`config.mk`:
```
export PLATFORM = sky130hd
export DESIGN_NAME = updown_mod_counter
export DESIGN_NICKNAME = d
export VERILOG_FILES = /design/src/rtl/updown_mod_counter_pkg.sv /design/src/rtl/updown_mod_next.sv /design/src/rtl/updown_mod_counter.sv
export SDC_FILE = /design/constraint.sdc
export NUM_CORES = 1
export LEC_CHECK = 0
export ABC_AREA = 1
export CORE_AREA = 2 2 39 41
export CTS_CLUSTER_DIAMETER = 50
export DETAILED_ROUTE_END_ITERATION = 10
export DIE_AREA = 0 0 41 43
export PLACE_DENSITY = 0.62
export SKIP_CTS_REPAIR_TIMING = 1
export SLEW_MARGIN = 20
export SYNTH_ARGS = -nofsm -noshare
export SYNTH_HDL_FRONTEND = slang
export SYNTH_HIERARCHICAL = 1
export SYNTH_SLANG_ARGS = --single-unit
```
`constraint.sdc`:
```
create_clock -name clock -period 3.3 [get_ports clock]
set_input_delay 0.495 -clock clock [delete_from_list [all_inputs] [get_ports clock]]
set_output_delay 0.495 -clock clock [all_outputs]
set_load 0.02 [all_outputs]
```
`src/rtl/updown_mod_counter_pkg.sv`:
```
// Shared constants and helpers for the modulo-N up/down counter.
// Gray output is enabled with UPDOWN_MOD_COUNTER_GRAY_EN.
package updown_mod_counter_pkg;

  localparam logic MODE_WRAP = 1'b0;
  localparam logic MODE_SAT  = 1'b1;

  function automatic logic [31:0] gray_enc(input logic [31:0] bin);
    return bin ^ (bin >> 1);
  endfunction

  function automatic bit params_ok(input int width, input int mod, input int rv);
    longint span;
    span = longint'(1) << width;
    return (width >= 1) && (mod >= 2) && (longint'(mod) <= span)
      && (rv >= 0) && (rv < mod);
  endfunction

endpackage

```
`src/rtl/updown_mod_next.sv`:
```
// Next-state logic for the modulo-N counter: load, step, wrap and saturate.
// Arithmetic is one bit wider than the count so MOD = 2**WIDTH cannot alias.
module updown_mod_next
  import updown_mod_counter_pkg::*;
#(
  parameter int WIDTH = 2,
  parameter int MOD   = 4
) (
  input  logic [WIDTH-1:0] count,
  input  logic             up,
  input  logic             sat_mode,
  input  logic             en,
  input  logic             load,
  input  logic [WIDTH-1:0] load_val,
  output logic [WIDTH-1:0] next_count,
  output logic             next_wrap,
  output logic             next_sat
);

  localparam logic [WIDTH:0] MODV = (WIDTH+1)'(MOD);
  localparam logic [WIDTH:0] MAXV = (WIDTH+1)'(MOD - 1);

  logic [WIDTH:0] c;
  logic [WIDTH:0] inc;
  logic [WIDTH:0] dec;
  logic [WIDTH:0] lv;
  logic           top;
  logic           bot;

  assign c   = {1'b0, count};
  assign inc = c + 1'b1;
  assign dec = c - 1'b1;
  assign lv  = {1'b0, load_val};
  assign top = (c == MAXV);
  assign bot = (c == '0);

  always_comb begin
    next_count = count;
    next_wrap  = 1'b0;
    next_sat   = 1'b0;
    unique case (1'b1)
      load: begin
        next_count = (lv < MODV) ? load_val : MAXV[WIDTH-1:0];
      end
      (!load && en && up): begin
        if (!top) begin
          next_count = inc[WIDTH-1:0];
        end else if (sat_mode == MODE_WRAP) begin
          next_count = '0;
          next_wrap  = 1'b1;
        end else begin
          next_sat = 1'b1;
        end
      end
      (!load && en && !up): begin
        if (!bot) begin
          next_count = dec[WIDTH-1:0];
        end else if (sat_mode == MODE_WRAP) begin
          next_count = MAXV[WIDTH-1:0];
          next_wrap  = 1'b1;
        end else begin
          next_sat = 1'b1;
        end
      end
      default: begin
      end
    endcase
  end

endmodule

```
`src/rtl/updown_mod_counter.sv`:
```
// Modulo-N up/down counter with load, wrap/saturate mode and event flags.
// Define UPDOWN_MOD_COUNTER_GRAY_EN to add the registered count_gray output.
module updown_mod_counter
  import updown_mod_counter_pkg::*;
#(
  parameter int WIDTH     = 2,
  parameter int MOD       = 4,
  parameter int RESET_VAL = 0
) (
  input  logic             clock,
  input  logic             reset,
  input  logic             en,
  input  logic             up,
  input  logic             sat_mode,
  input  logic             load,
  input  logic [WIDTH-1:0] load_val,
  output logic [WIDTH-1:0] count,
  output logic             wrap,
  output logic             sat,
  output logic             at_max,
  output logic             at_min
`ifdef UPDOWN_MOD_COUNTER_GRAY_EN
  ,
  output logic [WIDTH-1:0] count_gray
`endif
);

  localparam logic [WIDTH-1:0] RV  = WIDTH'(RESET_VAL);
  localparam logic [WIDTH-1:0] MAX = WIDTH'(MOD - 1);

  if (!params_ok(WIDTH, MOD, RESET_VAL)) begin : g_bad_params
    $error("updown_mod_counter: illegal WIDTH/MOD/RESET_VAL");
  end

  logic [WIDTH-1:0] next_count;
  logic             next_wrap;
  logic             next_sat;

  updown_mod_next #(
    .WIDTH(WIDTH),
    .MOD  (MOD)
  ) u_next (
    .count     (count),
    .up        (up),
    .sat_mode  (sat_mode),
    .en        (en),
    .load      (load),
    .load_val  (load_val),
    .next_count(next_count),
    .next_wrap (next_wrap),
    .next_sat  (next_sat)
  );

  always_ff @(posedge clock or negedge reset) begin
    if (!reset) begin
      count <= RV;
      wrap  <= 1'b0;
      sat   <= 1'b0;
    end else begin
      count <= next_count;
      wrap  <= next_wrap;
      sat   <= next_sat;
    end
  end

`ifdef UPDOWN_MOD_COUNTER_GRAY_EN
  always_ff @(posedge clock or negedge reset) begin
    if (!reset) begin
      count_gray <= WIDTH'(gray_enc(32'(RV)));
    end else begin
      count_gray <= WIDTH'(gray_enc(32'(next_count)));
    end
  end
`endif

  assign at_max = (count == MAX);
  assign at_min = (count == '0);

endmodule

```
; ---- Word level (Yosys, flattened, before mapping)
; Cells that the tools add are included.
[word_totals]
register_bits = 4
out_inout_bits = 6
wordCells = 32
[op_classes]
addsub = 2
n_lt_le_gt_ge = 1
eq_ne = 3
muxes = 14
reduce_logical = 9
[ops]
columns = cell, count
row1 = two-way mux 2 bit, 5
row2 = two-way mux 1 bit, 6
row3 = "!= test 3 bit, second input constant", 2
row4 = case mux 2 bit (3 select lines), 1
row5 = case mux 1 bit (2 select lines), 2
row6 = logical AND 1 bit, 3
row7 = logical NOT 3 bit, 1
row8 = "< comparator 2 x 3 -> 1 bit, second input constant", 1
row9 = AND reduction 3 bit, 1
row10 = nonzero test 3 bit, 1
row11 = "adder 2 x 1 -> 2 bit, second input constant", 1
row12 = "== test 2 bit, second input constant", 1
row13 = logical NOT 1 bit, 2
row14 = logical NOT 2 bit, 1
row15 = "subtractor 2 x 1 -> 2 bit, second input constant", 1

; ---- Logic depth before layout (Yosys ltp)
[depth]
word_depth = 5
mapped_depth = 7
ltp_nobuf = 7

; ---- By module
; Netlist, hierarchy kept.
[by_module_without_submodules]
columns = module, n_inst, cells_per_inst, area_per_inst_um2
row1 = updown_mod_next, 1, 37, 197.7
row2 = updown_mod_counter, 1, 7, 111.4

; ---- Worst setup path after synthesis
; OpenSTA, ideal clock, no wires.
[synth_path]
kind = flip-flop to flip-flop
from = register count[0]
to = register count[1]
t_arrival_ns = 1.227
required_time_ns = 3.170
path_slack_ns = 1.944
stages_incl_launch_ff = 6
n_path_buf = 0
period_less_slack_ns = 1.356
path_cell_list = dfrtp_1 inv_1 ha_1 or2_0 nand3_1 nand4_1
[synth_between]
elab_chain_len = 3
elab_cells_between_ends = 10
[synth_rtl]
columns = element, line
row1 = start: declaration, updown_mod_counter.sv:17  ; output logic [WIDTH-1:0] count,
row2 = start signal: assignment, updown_mod_counter.sv:60  ; count <= next_count;
row3 = "subtractor 2 x 1 -> 2 bit, or another cell as far along", updown_mod_next.sv:32  ; assign dec = c - 1'b1;
row4 = "two-way mux 2 bit, on equally long branches", "updown_mod_next.sv:56, updown_mod_next.sv:46"
row5 = case mux 2 bit (3 select lines) (*), updown_mod_next.sv:41  ; unique case (1'b1)
row6 = net next_count[1], updown_mod_counter.sv:35  ; logic [WIDTH-1:0] next_count;
; The timed path passes the listed nets; every way through them passes the cells marked *.
; A chain may end at the register's enable or synchronous reset.

; ---- Worst setup path after layout
[layout_path]
from = register count[0]
to = output port at_max
[layout_between]
elab_chain_len = 1
[layout_rtl]
columns = element, line
row1 = == test 2 bit, updown_mod_counter.sv:76  ; assign at_max = (count == MAX);
row2 = end: declaration, updown_mod_counter.sv:20  ; output logic at_max,
; No other way between the ends.

==> metrics.yaml <==
cts_max_path_buffers: 2
placementRows: 14
maxSlewHeadroom: 0.840
layoutNonFillerInstCount: 76
worst_slack_ns: 1.39
start_kind: "flip-flop"
firstDrtPassIters: 4
coreArea_um2: 1380
pre_cts_ws_ns: 1.62
stdcell_area_um2: 482
tightest_slew_ns: 0.240
placed_area_um2: 459
fp.dieH_um: 43
grt_overflow: 0
p_total_mw: 0.189
synthFlopType: "dfrtp_1"
netlist_top_cells_area: "dfrtp_1 32%, nand2_1 15%, ha_1 8.1%, nand3_1 8.1%, inv_1 7.3%"
drive_above_1_share: 0.150
endpoint_kind: "primary output"
ys_warn_count: 6
syn-cell-area_um2: 309
crit_type: "reg2out"
p_per_area_nw_per_um2: 393
viasPerCell: 4.22
synth_area_per_cell_um2: 7.02
place_congestion: 0.778
required_ns: 2.80
cts.sinks: 4
dr_total_vias: 321
synth-edff-count: 0
ant_nets: 0
period_minus_slack_ns: 1.91
htreeDepth: 1
ys_seq_elements: 4
clock-root-buffer: "clkbuf_4"
dp_hpwl_um: 561
finClkSkew_ns: 0.00455
start_util: 0.223
cts_buffers: 3
wire_per_inst_um: 8.83
synth_compound_area_frac: 0.105
yosys.cell_types.count: 15
antenna_found_initial: 0
die_area_um2: 1760
netlist_instances: 44
ys_seq_area_frac: 0.324
r2r_end: "count[1]"
final_max_slew_viol_count: 0
setup_tns_ns: 0
maxCapViolCount: 0
syn-num-nets: 54
yosysTopAreaCell: "dfrtp_1"
grt_start_max_net_pins: 9
wl_um: 671
reg2reg_depth: 5
synth_fa_ha_area_frac: 0.0810
cp.arrival_ns: 1.42
hold_ws_ns: 0.464
grt_setup_unrepaired: "false"
crit_fanout: 8
yosysMostFrequentCell: "nand2_1"
status: "complete, no violations"
synth_common_cells: "12 x nand2_1, 6 x inv_1, 5 x nand3_1, 5 x nor2_1, 4 x dfrtp_1"
areaGrowthSynthToFinish_pct: 55.9
fmax_ghz: 0.522
drc: 0
boundaryPins: 14
setup_viol: 0
async_flop_share: 1.00
dp_cells: 73
final_nets: 72
vdd_drop_max_mv: 0.102
first_iter_violations: 5
io_buffers: 13
track_usage: 0.0922
grt_pass1_vias: 293
muxShareOfSynthArea: 0
grt_pass1_wl_um: 1100
n_antenna_cell: 0
final_util: 0.348
clkTransAtPathRegs_ns: 0.04
finalCritPeriodShare: 0.580
die_w_um: 41
synth_top_family_by_area: "simple AND/OR/NAND/NOR gates"
rrSetupSlack_ns: 1.96
synth_top_area_frac: 0.324
clk_latency_ns: 0.23
hold_violations: 0
p_leak_nw: 0.227
rr_startpoint: "count[0]"
min_path_type: "in2async"
cts_tree: "yes"
synth_xor_xnor_area_share: 0
yosys.area_share.simple: 0.405
==> how the worst max path moves through the flow <==
stage                     slack [ns]  cells past startpoint  startpoint        to
after floorplan                 1.94                      5    count[0]  count[1]
after global placement          1.62                      3    count[0]    at_max
after detailed placement        1.62                      3    count[0]    at_max
after CTS                       1.36                      3    count[0]    at_max
after global routing            1.31                      3    count[0]    at_max
final                           1.39                      3    count[0]    at_max
==> cells in the final DEF (no fill, tap or decap) <==
cell type	count
dfrtp_1	4
nand4_1	1
clkbuf_4	3
a21oi_2	1
o211ai_1	1
nand2_1	12
inv_1	6
nand3_1	5
nand2_2	2
nor2_4	1
a21boi_2	1
or2_0	1
nor2_1	5
inv_2	1
clkdlybuf4s50_1	13
a21oi_1	1
ha_1	2
==> sequential cells by signal, indices dropped and copies added, names as in the netlist <==
register / cells
wrap: 1
sat: 1
count: 2
==> worst max-delay path: stages, from the launching register on <==
cell	delay (ns)
dfrtp_1	0.46
nand2_1	0.08
inv_1	0.05
clkdlybuf4s50_1	0.59
==> cell families after synthesis <==
group,Yosys count
buffers and inverters,7
flip-flops,4
AO/OA/AOI/OAI,4
AND/OR/NAND/NOR,27
adder cells (fa/ha/maj),2
==> final cells by class <==
cell class / count / area, µm²
fillers: 155 / 902
multi-input cells: 33 / 183
repair buffers: 13 / 130
flip-flops and latches: 4 / 100
inverters: 7 / 26.3
clock buffers: 3 / 22.5
well taps: 16 / 20.0
==> routing by layer <==
layer / track usage / share of wire / vias up
li1: - / - / 171
met1: 0.0990 / 0.42 / 139
met4: 0.0600 / 0 / 0
met5: 0 / 0 / -
met2: 0.150 / 0.49 / 11
met3: 0.0209 / 0.086 / 0
==> report_power, final <==
group	switching (mW)	leakage (nW)	internal, mW
clock network	0.0190	0.0138	0.0406
logic	0.0361	0.161	0.0338
registers	0.00650	0.0519	0.0534
total	0.0616	0.227	0.128
(Power assumes the default switching activity.)
